$ cat config.mk
export PLATFORM = sky130hd
export DESIGN_NAME = addsub_serial
export DESIGN_NICKNAME = d
export VERILOG_FILES = /design/src/rtl/addsub_serial_pkg.sv /design/src/rtl/addsub_serial_fa_1bit.sv /design/src/rtl/addsub_serial.sv
export SDC_FILE = /design/constraint.sdc
export NUM_CORES = 1
export LEC_CHECK = 0
export CAP_MARGIN = 30
export CELL_PAD_IN_SITES_DETAIL_PLACEMENT = 2
export CELL_PAD_IN_SITES_GLOBAL_PLACEMENT = 2
export CORE_MARGIN = 1.5
export CORE_UTILIZATION = 31
export DETAILED_ROUTE_END_ITERATION = 7
export GPL_TIMING_DRIVEN = 0
export PLACE_DENSITY_LB_ADDON = 0.1
export SLEW_MARGIN = 5
export SYNTH_ARGS = -nofsm -noshare
export SYNTH_HDL_FRONTEND = slang
export SYNTH_HIERARCHICAL = 1
export SYNTH_SLANG_ARGS = --single-unit
export TNS_END_PERCENT = 100
$ cat constraint.sdc
create_clock -name clk -period 2.2 [get_ports clk]
set_clock_uncertainty 0.2 [all_clocks]
set_input_delay 0.66 -clock clk [delete_from_list [all_inputs] [get_ports clk]]
set_output_delay 0.66 -clock clk [all_outputs]
set_load 0.05 [all_outputs]
$ cat src/rtl/addsub_serial_pkg.sv
// Shared types for the bit-serial add/subtract unit: FSM state encoding and op codes.
// Latency: n/a (declarations only).
// Backpressure: n/a.
package addsub_serial_pkg;

    typedef enum logic [1:0] {
        IDLE = 2'd0,
        RUN  = 2'd1,
        DONE = 2'd2
    } state_t;

    localparam logic OP_ADD = 1'b0;
    localparam logic OP_SUB = 1'b1;

endpackage

$ cat src/rtl/addsub_serial_fa_1bit.sv
// One-bit full adder used as the per-cycle bit step of the serial adder.
// Latency: purely combinational.
// Backpressure: none.
module fa_1bit (
    input  logic a,
    input  logic b,
    input  logic cin,
    output logic s,
    output logic cout
);

    assign s    = a ^ b ^ cin;
    assign cout = (a & b) | (cin & (a ^ b));

endmodule

$ cat src/rtl/addsub_serial.sv
// Bit-serial two's-complement add/subtract, LSB first, one full-adder step per cycle.
// Latency: done pulses WIDTH cycles after the accepting edge; one op per WIDTH+2 cycles.
// Backpressure: start is honoured only in IDLE; starts while busy are dropped, not queued.
// Optional build macro ADDSUB_SERIAL_SAT_EN clamps D on signed overflow.
module addsub_serial
    import addsub_serial_pkg::*;
#(
    parameter int WIDTH = 8
) (
    input  logic             clk,
    input  logic             rst,
    input  logic             start,
    input  logic             op,
    input  logic [WIDTH-1:0] A,
    input  logic [WIDTH-1:0] B,
    output logic [WIDTH-1:0] D,
    output logic             Overflow,
    output logic             Negative,
    output logic             Zero,
    output logic             Carry,
    output logic             busy,
    output logic             done
);

    localparam int CW = $clog2(WIDTH);
    localparam logic [CW-1:0] LAST = CW'(WIDTH - 1);

    state_t           state;
    logic [WIDTH-1:0] a_sh;     // A, shifted right one bit per step
    logic [WIDTH-1:0] b_sh;     // B (already inverted for subtract), shifted likewise
    logic [WIDTH-1:0] res;      // sum bits enter at the top and walk down
    logic             cy;       // carry into the current bit step
    logic [CW-1:0]    cnt;      // index of the bit being added

    logic             s_bit;
    logic             c_bit;
    logic [WIDTH-1:0] res_shift;
    logic             v_next;
    logic             n_next;
    logic [WIDTH-1:0] d_next;

    fa_1bit u_fa (
        .a    (a_sh[0]),
        .b    (b_sh[0]),
        .cin  (cy),
        .s    (s_bit),
        .cout (c_bit)
    );

    // Next accumulator value and, on the final step, the complete result and flags.
    always_comb begin
        res_shift = {s_bit, {(WIDTH-1){1'b0}}} | (res >> 1);
        // On the last step a_sh[0]/b_sh[0] are the operand sign bits and s_bit the raw sign.
        v_next    = (a_sh[0] == b_sh[0]) && (s_bit != a_sh[0]);
        n_next    = s_bit ^ v_next;
        d_next    = res_shift;
`ifdef ADDSUB_SERIAL_SAT_EN
        if (v_next) begin
            d_next = n_next ? {1'b1, {(WIDTH-1){1'b0}}} : {1'b0, {(WIDTH-1){1'b1}}};
        end
`endif
    end

    // Control FSM plus serial datapath; outputs only change on reset or the RUN->DONE edge.
    always_ff @(posedge clk) begin
        if (rst) begin
            state    <= IDLE;
            a_sh     <= '0;
            b_sh     <= '0;
            res      <= '0;
            cy       <= 1'b0;
            cnt      <= '0;
            D        <= '0;
            Overflow <= 1'b0;
            Negative <= 1'b0;
            Zero     <= 1'b0;
            Carry    <= 1'b0;
            busy     <= 1'b0;
            done     <= 1'b0;
        end else begin
            case (state)
                IDLE: begin
                    done <= 1'b0;
                    if (start) begin
                        a_sh  <= A;
                        b_sh  <= (op == OP_SUB) ? ~B : B;
                        cy    <= (op == OP_SUB);  // +1 completes the two's-complement negate
                        res   <= '0;
                        cnt   <= '0;
                        busy  <= 1'b1;
                        state <= RUN;
                    end
                end
                RUN: begin
                    a_sh <= a_sh >> 1;
                    b_sh <= b_sh >> 1;
                    cy   <= c_bit;
                    res  <= res_shift;
                    cnt  <= cnt + 1'b1;
                    if (cnt == LAST) begin
                        D        <= d_next;
                        Overflow <= v_next;
                        Negative <= n_next;
                        Zero     <= (d_next == '0);
                        Carry    <= c_bit;
                        done     <= 1'b1;
                        state    <= DONE;
                    end
                end
                DONE: begin
                    done  <= 1'b0;
                    busy  <= 1'b0;
                    state <= IDLE;
                end
                default: begin
                    done  <= 1'b0;
                    busy  <= 1'b0;
                    state <= IDLE;
                end
            endcase
        end
    end

endmodule
### After elaboration in Yosys (flattened, before gate mapping)

Cells that the tools add are included.

| storage, ports and cells | value |
|---|---|
| input port bits | 20 |
| output and inout bits | 14 |
| register bits | 44 |
| word-level logic and storage cells | 54 |

| operators by class | value |
|---|---|
| muxes and demuxes | 16 |
| bitwise gates (word level) | 9 |
| add/sub/neg operators | 1 |
| equality and inequality tests | 6 |
| reductions and logical operators | 9 |

Operators with widths:

| cell | number |
|---|---|
| $pmux W8 S2 | 3 |
| $mux W8 | 4 |
| $logic_not A8 Y1 | 1 |
| $not A8 Y8 | 1 |
| $or A8 B7 Y8 | 1 |
| $reduce_and A2 Y1 | 4 |
| $pmux W3 S2 | 1 |
| $mux W2 | 2 |
| $ne A2 B2 Y1 const B | 2 |
| $pmux W1 S2 | 2 |
| $pmux W2 S2 | 1 |
| $add A3 B1 Y3 const B | 1 |
| $eq A3 B3 Y1 const B | 1 |
| $mux W3 | 1 |
| $xor A1 B1 Y1 | 3 |
| $and A1 B1 Y1 | 2 |
| $eq A2 B1 Y1 const B | 1 |
| $logic_not A2 Y1 | 1 |
| $mux W1 | 2 |
| $reduce_bool A2 Y1 | 1 |
| $reduce_or A2 Y1 | 1 |
| $eq A1 B1 Y1 | 1 |
| $logic_and A1 B1 Y1 | 1 |
| $ne A1 B1 Y1 | 1 |
| 2 further kinds | 2 |

### Logic depth before layout (Yosys ltp)

Gate-level depths: netlist of run 1.

| depth | value |
|---|---|
| depth in word-level cells | 5 |
| depth in mapped cells | 6 |
| gate-level depth less buffers | 5 |

### Hierarchy

The synthesis of run 1 kept the hierarchy.

Modules (own cells, without submodules):

| module | seq. area each (sq um) | area each (sq um) | instances | cells an instance |
|---|---|---|---|---|
| addsub_serial | 860.8 | 1875.5 | 1 | 220 |
| fa_1bit | 0.0 | 20.0 | 1 | 1 |

### Worst setup path before layout of run 1

OpenSTA, ideal clock, no wires.

| timing | value |
|---|---|
| path kind | register to register |
| start | reg a_sh[0] |
| end | reg Overflow |
| cell stages (with the launch flop) | 5 |
| library setup time | 131 ps |
| setup slack | 447 ps |
| arrival | 1422 ps |
| cell sequence | dfxtp_1 > fa_1 > and3b_1 > a211oi_1 > nor3_1 |

| between the ends | value |
|---|---|
| cells in the longest elaborated chain, start to end | 4 |
| elaborated cells on any way between the ends | 5 |
| classes of those cells | 2 x eq/ne; 2 x bitwise; 1 x reduce/logical |

RTL lines:

| item | line | source |
|---|---|---|
| from (decl) | addsub_serial.sv:29 | `logic [WIDTH-1:0] a_sh;` |
| from (signal assigned) | addsub_serial.sv:95 | `a_sh <= a_sh >> 1;` |
| $xor A1 B1 Y1 (2 in series) | addsub_serial_fa_1bit.sv:12 | `assign s = a ^ b ^ cin;` |
| $ne A1 B1 Y1 | addsub_serial.sv:54 | `v_next = (a_sh[0] == b_sh[0]) && (s_bit != a_sh[0]);` |
| $logic_and A1 B1 Y1 * | addsub_serial.sv:54 |  |
| to (signal assigned) | addsub_serial.sv:102 | `Overflow <= v_next;` |
| to (decl) | addsub_serial.sv:17 | `output logic Overflow,` |

Every way passes the cells marked *; elsewhere a longest branch is shown, timed or not.
A chain may end at the register's enable or synchronous reset.

### Worst setup path after layout of run 1

| timing | value |
|---|---|
| start | reg D[1] |
| end | out D[1] |

RTL lines:

| item | line | source |
|---|---|---|
| from (decl) | addsub_serial.sv:16 | `output logic [WIDTH-1:0] D,` |
| from (signal assigned) | addsub_serial.sv:101 | `D <= d_next;` |

No word-level cell between the ends.

==> impl_metrics.json, run 1 <==
{
  "period_share_pct": 92.3,
  "vias": 1700,
  "yosys_warnings": 6,
  "run_status": "completed",
  "drc": 0,
  "grt.total_usage_pct": 16.9,
  "grt_setup_unrepaired": "false",
  "hold_path_end": "D[7]",
  "multi_input_area_um2": 898,
  "synth_area_um2": 1900,
  "fillers": 683,
  "hold_depth": 2,
  "setup_viol": 0,
  "cap_viol_max_count": 0,
  "switching_share_pct": 24.9,
  "muxShareOfSynthArea_pct": 0.528,
  "syn2layout_area_growth_pct": 26.7,
  "synth_nets": 244,
  "min_path_type": "flop to flop",
  "synth_compound_area_share_pct": 24.8,
  "cts_hold_buf": 0,
  "grt_start_max_net_pins": 14,
  "reg2reg_from": "a_sh[0]",
  "grt_pass1_wl_um": 8460,
  "dr_wl_met3_um": 166,
  "period_needed_ps": 2030,
  "cts_buffers": 5,
  "final_antenna_net_count": 0,
  "yosys_register_bits": 43,
  "io-pin-count": 34,
  "row_count": 28,
  "root_buffer": "clkbuf_8",
  "gp_congestion": 0.696,
  "cp-start-kind": "flop",
  "diodes": 0,
  "power_switching_uw": 425,
  "synth_xor_xnor_area_share_pct": 3.70,
  "ir_worst_vdd_uv": 264,
  "ys_types": 34,
  "cts.sinks": 43,
  "top_layer": "met4",
  "first_global_vias": 1688,
  "p_comb_share_pct": 13.0,
  "min-delay-start": "D[7]",
  "yosys.area_share.simple_pct": 16.0,
  "clkLatencyLatePin_ps": 290,
  "worstMarginPinSlew_ps": 528,
  "final-hold-violation-count": 0,
  "drtPass1Iterations": 4,
  "die_h_um": 81.2,
  "wl_per_cell_um": 14.9,
  "drv_slew": 0,
  "port_buffers": 31,
  "clk_path_buf_depth": 2,
  "synth_flop_cell": "dfxtp_1",
  "fp.dieArea_um2": 6590,
  "cts.reportedPaths.clkPinSlew_ps": 90,
  "die_x_um": 81.2,
  "r2r_cells": 4,
  "crit_type": "flop to output pin",
  "regArea_um2": 861,
  "htree_num_levels": 2,
  "grt_overflow_total": 0,
  "dp_hpwl_um": 3640,
  "max_slew_margin_pct": 64.8,
  "met1_length_um": 2450,
  "dpl_cell_area_um2": 2300,
  "power_frac_seq_pct": 49.1,
  "final_area_um2": 2400,
  "p_int_mw": 1.29,
  "async_flop_share_pct": 0,
  "nets": 282,
  "r2r-end": "Overflow",
  "fmax_mhz": 492,
  "p_leak_nw": 0.949,
  "critPathTopFamily": "buffers and inverters",
  "end_kind": "output pin",
  "pwr_density_cell_nw_per_um2": 712,
  "crit_path_max_incr_delay_ps": 530,
  "rrSetupSlack_ps": 250,
  "first_iter_violations": 45,
  "crit_fanout": 2,
  "cp.arrival_ps": 1170,
  "synth_cells": 221,
  "wl_met2_um": 2340,
  "initial_core_util_pct": 32.0,
  "yosysSeqAreaShare_pct": 45.4,
  "post_drt_via_cell_ratio": 5.07,
  "cts_tree": "yes",
  "finalPower_mw": 1.71,
  "core_area_um2": 5920,
  "drive_above_1_share_pct": 9.62,
  "yosys.area_share.adder_pct": 2.38,
  "crit_buf_inv": 1,
  "synth_edf_count": 0,
  "synth_top_family_by_area": "compound AO/OA/AOI/OAI gates",
  "cp_slowest_cell": "dlygate4sd2_1",
  "antenna_found_initial": 0,
  "finalWirelength_um": 5010,
  "syn_avg_cell_area_um2": 8.58,
  "path_cells": "dlygate4sd2_1",
  "clock_power_share_pct": 37.9,
  "cp.required_ps": 1340
}
## worst max path at each step
| stage | startpoint | endpoint | slack (ps) | depth (start not counted) |
|---|---|---|---|---|
| after floorplan | a_sh[0] | Overflow | 450 | 4 |
| after detailed placement | start | res[5] | -170 | 6 |
| final | D[1] | D[1] | 170 | 1 |
| after CTS | start | res[5] | 140 | 6 |
| after global routing | start | res[5] | 30 | 6 |
| after global placement | start | res[2] | -120 | 6 |
## power by group through the flow
stage | combinational [mW] | clock (mW) | sequential (mW)
final | 0.223 | 0.648 | 0.840
after global routing | 0.253 | 0.692 | 0.845
after detailed placement | 0.228 | 0 | 0.858
after CTS | 0.228 | 0.663 | 0.840
after global placement | 0.221 | 0 | 0.858
after floorplan | 0.147 | 0 | 0.855
## placed cells by master (no fill, tap or decap), types with 2 or more instances in the layout
cell / instances
a21oi_1: 28
a22oi_1: 16
and3b_1: 2
buf_2: 9
buf_6: 2
clkbuf_1: 7
clkbuf_8: 6
clkdlybuf4s50_1: 17
dfxtp_1: 43
dlygate4sd2_1: 14
ha_1: 2
inv_1: 9
nand2_1: 23
nand2b_1: 2
nand3b_1: 2
nor2_1: 32
nor3_1: 3
nor4_1: 2
o221a_1: 6
o221a_2: 2
o22ai_1: 7
xnor2_1: 8
## kinds of logic after synthesis
| family | count (synthesis) |
|---|---|
| simple gates | 70 |
| xor+xnor | 8 |
| mux | 1 |
| flops | 43 |
| fa+ha+maj | 3 |
| buf+inv | 29 |
| compound gates | 67 |
## per-stage QoR
step | setup TNS, ps | std cells | hold slack (ps) | setup slack, ps | util, %
2_1_floorplan | 0 | 221 | 245 | 447 | -
3_3_place_gp | -1440 | 327 | 246 | -116 | 38.8
3_5_place_dp | -2010 | 327 | 254 | -172 | 38.8
4_1_cts | 0 | 335 | 263 | 138 | 40.5
5_1_grt | 0 | 335 | 277 | 33.7 | 40.6
6_report | 0 | 335 | 258 | 169 | 40.6
## synth_stat cells (2+ instances only)
cell / count / area (um^2)
a21oi_1: 28 / 140
buf_2: 10 / 50.1
inv_1: 9 / 33.8
clkbuf_1: 7 / 26.3
nor4_1: 2 / 12.5
o221a_1: 6 / 67.6
nor3_1: 3 / 15.0
xnor2_1: 8 / 70.1
and3b_1: 2 / 17.5
o221a_2: 2 / 22.5
buf_6: 2 / 22.5
dfxtp_1: 43 / 861
o22ai_1: 7 / 43.8
nor2_1: 32 / 120
ha_1: 2 / 25.0
a22oi_1: 16 / 120
nand3b_1: 2 / 15.0
nand2b_1: 2 / 12.5
nand2_1: 23 / 86.3
## repair_timing
action	4_1_cts	5_1_grt
cloned	0	0
resized for setup	14	1
endpoints found under the setup margin	14	1
setup buffers	0	0
## final cells by class
type / count / area share (%)
inverters: 10 / 1.56
well taps: 75 / 3.91
repair buffers: 31 / 12.2
plain buffers: 19 / 4.22
multi-input cells: 149 / 37.4
clock buffers: 6 / 3.44
clock inverters: 2 / 1.46
flip-flops and latches: 43 / 35.8
## sequential cells by signal, summed over array words and instances (netlist names)
name / cells
Overflow: 1
done: 1
a_sh: 8
Carry: 1
res: 7
cnt: 3
busy: 1
state: 2
cy: 1
Negative: 1
b_sh: 8
D: 8
Zero: 1
## layer usage
| layer | vias up | global-route usage [%] |
|---|---|---|
| met3 | 5 | 3.37 |
| met2 | 30 | 28.2 |
| li1 | 845 | - |
| met1 | 820 | 22.1 |
| met4 | 0 | 4.83 |
| met5 | - | 0 |
Note: power is estimated with default switching activity, not from simulation.
==> run 2: changes to the inputs <==
--- a/config.mk
+++ b/config.mk
@@ -8,7 +8,7 @@
 export CAP_MARGIN = 30
 export CELL_PAD_IN_SITES_DETAIL_PLACEMENT = 2
 export CELL_PAD_IN_SITES_GLOBAL_PLACEMENT = 2
-export CORE_MARGIN = 1.5
+export CORE_MARGIN = 8
 export CORE_UTILIZATION = 31
 export DETAILED_ROUTE_END_ITERATION = 7
 export GPL_TIMING_DRIVEN = 0
==> impl_metrics.json, run 2 (synthesis results as in run 1) <==
{
  "run_status": "completed",
  "finalWirelength_um": 5430,
  "hold_depth": 2,
  "io-pin-count": 34,
  "grt_pass1_wl_um": 9140,
  "grt_overflow_total": 0,
  "whs_ps": 256,
  "final_core_util_pct": 40.3,
  "nets": 282,
  "cts.sinks": 43,
  "initial_core_util_pct": 32.0,
  "dp_slack_ps": -153,
  "r2r-end": "Overflow",
  "cts_buffers": 5,
  "r2r_cells": 4,
  "crit_buf_inv": 1,
  "cp.required_ps": 1340,
  "largestRegisters": "D (8), a_sh (8), b_sh (8)",
  "drv_slew": 0,
  "period_needed_ps": 2040,
  "worstMarginPinSlew_ps": 546,
  "fp.dieArea_um2": 8870,
  "vias": 1709,
  "cts_tree": "yes",
  "grt.total_usage_pct": 13.1,
  "post_drt_via_cell_ratio": 5.12,
  "antenna_found_initial": 0,
  "htree_num_levels": 2,
  "port_buffers": 31,
  "die_x_um": 94.2,
  "grt_start_max_net_pins": 13,
  "pwr_density_cell_nw_per_um2": 699,
  "cp_slowest_cell": "dlygate4sd2_1",
  "final_cell_mix": "43 x dfxtp_1, 32 x nor2_1, 28 x a21oi_1",
  "setup_tns_ps": 0,
  "timing.final.ws_setup_ps": 164,
  "die_h_um": 94.2,
  "crit_type": "flop to output pin",
  "drive_above_1_share_pct": 8.88,
  "post-cts-setup-buffers": 0,
  "min-delay-start": "D[7]",
  "fillers": 674,
  "min_path_type": "flop to flop",
  "setup_viol": 0,
  "fmax_mhz": 491,
  "syn2layout_area_growth_pct": 25.8,
  "final_area_um2": 2380,
  "period_share_pct": 92.6,
  "final_common_cell": "dfxtp_1",
  "clkLatencyLatePin_ps": 300,
  "first_global_vias": 1897,
  "wl_per_cell_um": 16.3,
  "root_buffer": "clkbuf_8",
  "dp_hpwl_um": 3970,
  "crit_path_max_incr_delay_ps": 540,
  "dpl_cell_area_um2": 2300,
  "clk_path_buf_depth": 2,
  "drtPass1Iterations": 4,
  "cp-start-kind": "flop",
  "drc": 0,
  "dp.cells": 327,
  "core_area_um2": 5920,
  "finalPower_mw": 1.67,
  "grt_setup_unrepaired": "false",
  "cap_viol_max_count": 0,
  "first_iter_violations": 78,
  "gp_congestion": 0.708,
  "cts.reportedPaths.clkPinSlew_ps": 80,
  "hold_path_end": "D[7]",
  "ir_worst_vdd_uv": 278,
  "rrSetupSlack_ps": 240,
  "diodes": 0,
  "reg2reg_from": "a_sh[0]",
  "final_antenna_net_count": 0,
  "max_slew_margin_pct": 63.6,
  "cts_hold_buf": 0,
  "crit_fanout": 2,
  "end_kind": "output pin",
  "final-hold-violation-count": 0,
  "cp.arrival_ps": 1180,
  "row_count": 28,
  "p_leak_nw": 0.938,
  "layout.cells.non_filler": 334,
  "path_cells": "dlygate4sd2_1",
  "critPathTopFamily": "buffers and inverters",
  "cts_resized": 14
}
==> run 2: worst min-delay path: stages (launching register included) <==
cell     delay (ps)
dfxtp_1         310
nand2_1          50
a21oi_1          50
==> run 2: worst max path at each step <==
stage	start	endpoint	slack, ps	depth (start not counted)
after floorplan	a_sh[0]	Overflow	450	4
after global placement	start	res[2]	-120	6
after detailed placement	start	res[1]	-150	6
after CTS	D[0]	D[0]	140	1
after global routing	start	res[6]	60	6
final	D[0]	D[0]	160	1
==> run 2: layout make-up <==
type                    count  area [um^2]  share of cell area [%]
plain buffers              19         98.8                    4.14
repair buffers             31          293                    12.3
multi-input cells         149          898                    37.7
flip-flops and latches     43          861                    36.1
well taps                  75         93.8                    3.93
clock buffers               6         72.6                    3.04
clock inverters             1         30.0                    1.26
inverters                  10         37.5                    1.57
==> run 2: layer usage <==
| layer | track usage [%] | routed length, um | part of all wire (%) |
|---|---|---|---|
| met4 | 3.57 | 58 | 1.1 |
| met1 | 15.6 | 2540 | 47 |
| met2 | 22.7 | 2620 | 48 |
| met5 | 0 | 0 | 0 |
| met3 | 3.44 | 209 | 3.9 |
==> run 2: power by group <==
group / internal [mW] / switching (mW)
Clock: 0.333 / 0.269
Combinational: 0.106 / 0.118
Sequential: 0.812 / 0.0286
